`src/rtl/vmem_arbiter.sv`:
```
// Single-owner port controller for the 16x16 video RAM: display, game port and clear engine.
// Optional build macro VMEM_CHECKER_CLEAR_EN makes the clear sweep write a checkerboard instead of zeros.
module vmem_arbiter #(
    parameter int unsigned CPU_MAX_WAIT = 4
) (
    input  logic       clk,
    input  logic       rst,
    input  logic       disp_req,
    input  logic [3:0] disp_x,
    input  logic [3:0] disp_y,
    output logic       disp_gnt,
    output logic       disp_rvalid,
    output logic       disp_rdata,
    input  logic       cpu_req,
    input  logic       cpu_we,
    input  logic [3:0] cpu_x,
    input  logic [3:0] cpu_y,
    input  logic       cpu_wdata,
    output logic       cpu_gnt,
    output logic       cpu_rvalid,
    output logic       cpu_rdata,
    input  logic       clr_start,
    output logic       clr_busy,
    output logic       clr_done,
    output logic [3:0] mem_x,
    output logic [3:0] mem_y,
    output logic       mem_we,
    output logic       mem_wdata,
    input  logic       mem_rdata
);

    localparam logic [3:0] MAX_WAIT = 4'(CPU_MAX_WAIT);

    typedef enum logic {
        NORMAL,
        CLEAR
    } state_e;

    state_e     state_q, state_d;
    logic [7:0] cnt_q, cnt_d;
    logic [3:0] wait_q, wait_d;
    logic       disp_rvalid_q, disp_rvalid_d;
    logic       cpu_rvalid_q, cpu_rvalid_d;
    logic       clr_done_q, clr_done_d;
    logic       arb_en;
    logic       clr_wdata;

    // Grants only exist in NORMAL and never while reset is asserted.
    assign arb_en   = (state_q == NORMAL) && !rst;
    assign cpu_gnt  = arb_en && cpu_req && (!disp_req || (wait_q == MAX_WAIT));
    assign disp_gnt = arb_en && disp_req && !cpu_gnt;

`ifdef VMEM_CHECKER_CLEAR_EN
    assign clr_wdata = cnt_q[0] ^ cnt_q[4];
`else
    assign clr_wdata = 1'b0;
`endif

    always_comb begin
        mem_x     = '0;
        mem_y     = '0;
        mem_we    = 1'b0;
        mem_wdata = 1'b0;
        if (!rst) begin
            if (state_q == CLEAR) begin
                mem_x     = cnt_q[3:0];
                mem_y     = cnt_q[7:4];
                mem_we    = 1'b1;
                mem_wdata = clr_wdata;
            end else if (cpu_gnt) begin
                mem_x     = cpu_x;
                mem_y     = cpu_y;
                mem_we    = cpu_we;
                mem_wdata = cpu_wdata;
            end else if (disp_gnt) begin
                mem_x = disp_x;
                mem_y = disp_y;
            end
        end
    end

    always_comb begin
        state_d    = state_q;
        cnt_d      = cnt_q;
        clr_done_d = 1'b0;
        case (state_q)
            NORMAL: begin
                if (clr_start) begin
                    state_d = CLEAR;
                    cnt_d   = '0;
                end
            end
            CLEAR: begin
                cnt_d = cnt_q + 8'd1;
                if (cnt_q == 8'hFF) begin
                    state_d    = NORMAL;
                    clr_done_d = 1'b1;
                end
            end
            default: state_d = NORMAL;
        endcase

        // Refused cycles keep counting during a sweep, but grants stay blocked there.
        wait_d = wait_q;
        if (!cpu_req || cpu_gnt) begin
            wait_d = '0;
        end else if (wait_q != MAX_WAIT) begin
            wait_d = wait_q + 4'd1;
        end

        disp_rvalid_d = disp_gnt;
        cpu_rvalid_d  = cpu_gnt && !cpu_we;
    end

    always_ff @(posedge clk) begin
        if (rst) begin
            state_q       <= NORMAL;
            cnt_q         <= '0;
            wait_q        <= '0;
            disp_rvalid_q <= 1'b0;
            cpu_rvalid_q  <= 1'b0;
            clr_done_q    <= 1'b0;
        end else begin
            state_q       <= state_d;
            cnt_q         <= cnt_d;
            wait_q        <= wait_d;
            disp_rvalid_q <= disp_rvalid_d;
            cpu_rvalid_q  <= cpu_rvalid_d;
            clr_done_q    <= clr_done_d;
        end
    end

    assign clr_busy    = (state_q == CLEAR);
    assign clr_done    = clr_done_q;
    assign disp_rvalid = disp_rvalid_q;
    assign cpu_rvalid  = cpu_rvalid_q;
    assign disp_rdata  = disp_rvalid_q & mem_rdata;
    assign cpu_rdata   = cpu_rvalid_q & mem_rdata;

endmodule

```
`config.mk`:
```
export PLATFORM = sky130hd
export DESIGN_NAME = vmem_arbiter
export DESIGN_NICKNAME = d
export VERILOG_FILES = /design/src/rtl/vmem_arbiter.sv
export SDC_FILE = /design/constraint.sdc
export NUM_CORES = 1
export LEC_CHECK = 0
export CAP_MARGIN = 20
export CORE_UTILIZATION = 30
export CTS_CLUSTER_DIAMETER = 50
export DETAILED_ROUTE_END_ITERATION = 7
export DONT_BUFFER_PORTS = 1
export GPL_ROUTABILITY_DRIVEN = 0
export PLACE_DENSITY_LB_ADDON = 0.3
export SYNTH_ARGS = -nofsm -noshare
export SYNTH_HDL_FRONTEND = slang
export SYNTH_SLANG_ARGS = --single-unit
```
`constraint.sdc`:
```
create_clock -name clk -period 1.7 [get_ports clk]
set_input_delay 0.255 -clock clk [delete_from_list [all_inputs] [get_ports clk]]
set_output_delay 0.255 -clock clk [all_outputs]
set_load 0.02 [all_outputs]
```
==> flow_metrics.py, run 1 <==
metrics = {
    "outcome": {
        "status": "finished with violations",
        "failed_checks": "setup timing",
    },
    "cts": {
        "cts_tree": "done",
        "clk_pin_slew_worst_paths_ns": 0.09,
        "ctsLongestPathBuffers": 2,
        "clock_sinks": 16,
        "clock_tree.htree_level_count": 1,
        "clock_tree.root_cell": "sky130_fd_sc_hd__clkbuf_4",
        "cts_inserted_buffers": 3,
        "worstSkewPairLatency_ns": 0.28,
    },
    "synth": {
        "yosys_register_bits": 16,
        "yosysSeqAreaShare_pct": 33.7,
        "synthDistinctLibCells": 36,
        "synth.net_count": 131,
        "syn-mean-instance-area_um2": 9.14,
        "synth-warning-count": 0,
        "synthesized_netlist_cell_count": 104,
        "netlist_area_um2": 951,
    },
    "worst_setup_path": {
        "crit_fanout": 8,
        "criticalPathCategory": "register to primary output",
        "worst_path_required_time_ns": 1.44,
        "endpoint_kind": "primary output",
        "critPathLaunchType": "register",
        "timing.critical_path.arrival_ns": 1.71,
    },
    "floorplan": {
        "floorplan.initialDensity_pct": 31.4,
        "floorplan.core_area_um2": 3030,
        "die_width_um": 58.3,
        "num_io_pins": 42,
        "die_area_um2": 3400,
        "vert_die_dim_um": 58.3,
        "core.rowCount": 20,
    },
    "route": {
        "post_drt_via_cell_ratio": 5.21,
        "number_of_vias_in_the_routed_layout": 844,
        "drt-pass1-iter-count": 4,
        "detailed_route_wire_length_per_cell_um": 13.0,
        "drt_iter0_markers": 30,
        "post-route-drc-count": 0,
        "wl_mm": 2.11,
        "detail-route-antenna-nets": 0,
    },
    "timing": {
        "finalMaxSlewViolations": 0,
        "hold_violations": 0,
        "post-route-worst-setup-slack_ns": -0.262,
        "setup_violations": 12,
        "clock_skew_ns": 0.00499,
        "timing_worst_slew_pin_value_ns": 0.356,
        "slew-limit-headroom_pct": 75.9,
        "final.hold.worst_slack_ns": 0.0280,
        "finalCriticalPeriod_ns": 1.96,
        "rsz0062_at_grt": "yes",
        "final.period_utilization_pct": 115,
        "maxClockFrequency_mhz": 510,
    },
    "place": {
        "place.detailed.hpwl_mm": 1.60,
        "portBuffers": 0,
    },
    "power": {
        "power.static_leakage_uw": 0.000432,
        "power.density_cell_area_nw_per_um2": 659,
        "worst_ir_drop_vdd_v": 0.000407,
    },
    "worst_hold_path": {
        "hold_path.class": "primary input to register",
    },
    "global_routing": {
        "globalRouteTotalUtil_pct": 13.0,
        "pin_count_of_the_biggest_net_entering_global_routing": 16,
        "global_route_wire_length_before_repair_mm": 3.33,
        "grt_antenna_before_repair": 0,
        "grt_overflow_total": 0,
        "first_global_vias": 746,
    },
    "layout": {
        "drive_gt1_share_pct": 27.1,
        "diodes": 0,
        "finalCoreUtilization_pct": 38.5,
        "area_growth_syn_to_layout_pct": 22.5,
        "final_net_count": 146,
        "num-fill-cells": 320,
    },
    "run": {
        "maxCapViolCount": 0,
    },
}
cells in the mapped netlist (all sizes together):
cell	count	area share (%)
clkbuf	1	0.39
o21ai	1	0.53
xnor2	2	1.8
and2b	1	0.92
or3	3	2.0
or2	2	1.3
o31a	1	0.92
nand3	4	2.1
a221o	7	7.4
nand2b	2	1.3
and2	11	7.4
or2b	1	1.2
a21o	1	0.92
nand3b	1	1.2
dfxtp	16	34
nor2b	2	1.3
nor3	3	1.6
nor4b	2	3.4
mux2i	2	2.1
o211ai	2	1.6
nor3b	1	0.79
nand2	2	0.79
a21oi	10	5.3
ha	3	3.9
buf	3	2.5
inv	4	1.6
and4b	1	1.4
nand4	3	2.0
a211oi	5	5.3
nor4bb	1	1.1
nor2	6	2.4
critical path: stages, from the launching register on:
cell and delay [ns]:
sky130_fd_sc_hd__dfxtp_2 0.33, sky130_fd_sc_hd__inv_2 0.06, sky130_fd_sc_hd__ha_4 0.15, sky130_fd_sc_hd__and4b_4 0.27
sky130_fd_sc_hd__nor4b_4 0.05, sky130_fd_sc_hd__buf_6 0.15, sky130_fd_sc_hd__a221o_1 0.41
metal layers:
| layer | GRT usage [%] | up-vias | routed length, µm |
|---|---|---|---|
| met4 | 4.08 | 0 | 18 |
| met1 | 16.2 | 390 | 987 |
| li1 | - | 415 | - |
| met2 | 20.7 | 37 | 982 |
| met5 | 0 | - | 0 |
| met3 | 5.05 | 2 | 126 |
power breakdown:
group          switching, µW  leakage (µW)  internal, µW
sequential              10.7      0.000131           383
clock                    119     0.0000210           130
combinational           66.7      0.000280          58.3
total                    197      0.000432           571
flip-flops by register name, indices dropped and copies added (netlist names):
register,cells
cnt_q,8
wait_q,4
clr_busy,1
clr_done,1
cpu_rvalid,1
disp_rvalid,1
kinds of logic (layout without fill, tap and decap cells):
family / after synthesis / in the layout / synth area share, %
buf+inv: 8 / 22 / 4.47
compound gates: 27 / 27 / 21.8
mux: 2 / 2 / 2.11
flops: 16 / 16 / 33.7
simple gates: 46 / 46 / 32.1
xor+xnor: 2 / 2 / 1.84
fa+ha+maj: 3 / 3 / 3.95
final cells by class:
class                           count  area, µm²  area share [%]
Clock buffer                        4       36.3            3.11
Inverter                            4       15.0            1.29
Multi-Input combinational cell     80        608            52.2
Sequential cell                    16        323            27.7
Tap cell                           44       55.1            4.73
Timing Repair Buffer               14        128            11.0
final timing paths:
path	from	to	slack [ns]	cells after the start
max	wait_q[1]	mem_x[2]	-0.26	6
min	rst	cnt_q[7]	0.03	1
max reg2reg	clr_busy	cnt_q[5]	0.17	4
min reg2reg	cnt_q[6]	cnt_q[6]	0.50	2
placed cells by master (no fill, tap or decap), types with 4 or more instances in the layout:
| cell type | netlist | final |
|---|---|---|
| sky130_fd_sc_hd__a21oi_1 | 10 | 10 |
| sky130_fd_sc_hd__and2_1 | 10 | 10 |
| sky130_fd_sc_hd__a221o_1 | 7 | 7 |
| sky130_fd_sc_hd__nand3_1 | 4 | 4 |
| sky130_fd_sc_hd__nor2_1 | 6 | 6 |
| sky130_fd_sc_hd__buf_4 | 1 | 10 |
| sky130_fd_sc_hd__a211oi_1 | 4 | 4 |
| sky130_fd_sc_hd__dfxtp_1 | 16 | 14 |
repair_timing:
item                       4_1_cts  5_1_grt
pin swaps                       11        5
setup endpoints to repair       12       12
hold buffers                     0        1
gates resized for setup          3        1
setup buffers                    0        2
hold endpoints to repair         0        1
per-stage QoR:
stage	setup TNS, ns	total power (µW)	setup slack [ns]	cell area (µm²)	cells
6_report	-2.49	768	-0.262	1160	162
2_1_floorplan	-1.31	493	-0.187	966	104
5_1_grt	-3.50	808	-0.333	1160	162
4_1_cts	-2.48	777	-0.260	1140	159
3_5_place_dp	0	519	0.0193	1090	155
3_3_place_gp	0	517	0.0433	1090	155
Note: power is estimated with default switching activity, not from simulation.
==> inputs of run 2 (changes only) <==
- CORE_UTILIZATION: 30 -> 45
- CTS_BUF_LIST: not set -> sky130_fd_sc_hd__clkbuf_4 sky130_fd_sc_hd__clkbuf_8
- CTS_CLUSTER_DIAMETER: 50 -> 40
==> flow_metrics.py, run 2 (same netlist as run 1, synthesis figures left out) <==
metrics = {
    "cts": {
        "ctsHoldBuffers": 0,
        "clock_sinks": 16,
        "cts_tree": "done",
        "clock_tree.htree_level_count": 1,
        "cts_inserted_buffers": 3,
        "worstSkewPairLatency_ns": 0.28,
        "clock_tree.root_cell": "sky130_fd_sc_hd__clkbuf_4",
        "clk_pin_slew_worst_paths_ns": 0.09,
        "ctsLongestPathBuffers": 2,
    },
    "layout": {
        "flip_flop_count_of_the_largest_register_after_layout": 8,
        "multiInputGateArea_um2": 608,
        "drive_gt1_share_pct": 26.3,
        "commonest_cells_after_routing_fill_and_taps_aside": "sky130_fd_sc_hd__dfxtp_1, sky130_fd_sc_hd__and2_1, sky130_fd_sc_hd__a21oi_1",
        "final_net_count": 142,
        "largest_registers": "cnt_q: 8 flops, wait_q: 4 flops",
        "top_register": "cnt_q",
        "finish.instance_area_um2": 1110,
        "final_common_cell": "sky130_fd_sc_hd__dfxtp_1",
        "finalCoreUtilization_pct": 55.9,
        "diodes": 0,
        "ff_latch_area_um2": 324,
        "area_growth_syn_to_layout_pct": 16.4,
        "num-fill-cells": 176,
    },
    "timing": {
        "slew-limit-headroom_pct": 78.8,
        "final.period_utilization_pct": 115,
        "final.hold.worst_slack_ns": 0.0287,
        "setup_violations": 12,
        "hold_violations": 0,
        "setup_tns_ns": -2.35,
        "clock_skew_ns": 0.00172,
        "finalMaxSlewViolations": 0,
        "finalCriticalPeriod_ns": 1.95,
        "post-route-worst-setup-slack_ns": -0.253,
        "rsz0062_at_grt": "yes",
        "timing_worst_slew_pin_value_ns": 0.313,
        "maxClockFrequency_mhz": 512,
    },
    "outcome": {
        "status": "finished with violations",
        "failed_checks": "setup timing",
    },
    "route": {
        "drt-pass1-iter-count": 4,
        "wl_mm": 2.02,
        "drt_iter0_markers": 13,
        "number_of_vias_in_the_routed_layout": 816,
        "detailed_route_wire_length_per_cell_um": 14.3,
        "post_drt_via_cell_ratio": 5.79,
        "detail-route-antenna-nets": 0,
        "post-route-drc-count": 0,
    },
    "global_routing": {
        "grt_overflow_total": 0,
        "global_route_wire_length_before_repair_mm": 2.71,
        "grt_antenna_before_repair": 0,
        "pin_count_of_the_biggest_net_entering_global_routing": 16,
        "globalRouteTotalUtil_pct": 16.9,
        "first_global_vias": 671,
    },
    "run": {
        "maxCapViolCount": 0,
    },
    "worst_hold_path": {
        "hold_path.class": "primary input to register",
    },
    "floorplan": {
        "vert_die_dim_um": 48.0,
        "core.rowCount": 16,
        "num_io_pins": 42,
        "floorplan.core_area_um2": 1980,
        "die_width_um": 48.0,
        "floorplan.initialDensity_pct": 48.0,
        "die_area_um2": 2300,
    },
    "worst_setup_path": {
        "criticalPathCategory": "register to primary output",
        "critPathLaunchType": "register",
        "timing.critical_path.arrival_ns": 1.70,
        "worst_path_required_time_ns": 1.44,
        "endpoint_kind": "primary output",
        "crit_fanout": 8,
    },
    "place": {
        "instance_area_after_placement_um2": 1040,
        "dp_worst_setup_slack_ns": 0.0311,
        "portBuffers": 0,
        "place.detailed.hpwl_mm": 1.50,
    },
    "power": {
        "power.density_cell_area_nw_per_um2": 684,
        "worst_ir_drop_vdd_v": 0.000553,
        "power.static_leakage_uw": 0.000411,
    },
}
[run 2: cell type report]
class | count | area share, %
Multi-Input combinational cell | 80 | 54.9
Tap cell | 27 | 3.05
Inverter | 4 | 1.36
Sequential cell | 16 | 29.3
Timing Repair Buffer | 10 | 8.14
Clock buffer | 4 | 3.28
[run 2: stage by stage]
| stage | power (µW) | std cells |
|---|---|---|
| after detailed placement | 512 | 136 |
| after CTS | 763 | 140 |
| after global routing | 797 | 141 |
| after global placement | 509 | 136 |
| after floorplan | 493 | 104 |
| final | 758 | 141 |
[run 2: what timing repair did]
action                                  4_1_cts  5_1_grt
setup buffers                                 1        0
cloned                                        0        1
gates resized for setup                       5        3
pin swaps                                    10        4
endpoints found under the setup margin       12       14
[run 2: worst paths after layout]
path	slack, ns	from	endpoint	depth (start not counted)
max reg2reg	0.20	clr_busy	cnt_q[5]	4
max	-0.25	wait_q[0]	mem_y[3]	6
min reg2reg	0.52	cnt_q[6]	cnt_q[6]	2
min	0.03	rst	cnt_q[7]	1
[run 2: critical path, cell delays in order (launching register included)]
cell and delay [ns]:
sky130_fd_sc_hd__dfxtp_2 0.34, sky130_fd_sc_hd__inv_2 0.04, sky130_fd_sc_hd__ha_4 0.16, sky130_fd_sc_hd__and4b_4 0.22, sky130_fd_sc_hd__nor4b_4 0.22, sky130_fd_sc_hd__buf_6 0.17
sky130_fd_sc_hd__a221o_1 0.26
[run 2: metal layers]
| layer | share of wire, % | track usage, % |
|---|---|---|
| met1 | 48 | 22.7 |
| met5 | 0 | 0 |
| met3 | 6.0 | 7.55 |
| met4 | 0.50 | 1.67 |
| met2 | 45 | 25.9 |
[run 2: power breakdown]
part           total [µW]  leakage, µW  internal [µW]  switching (µW)
Combinational         116     0.000259           51.4            64.7
Clock                 247    0.0000210            130             117
Sequential            395     0.000131            383            11.6
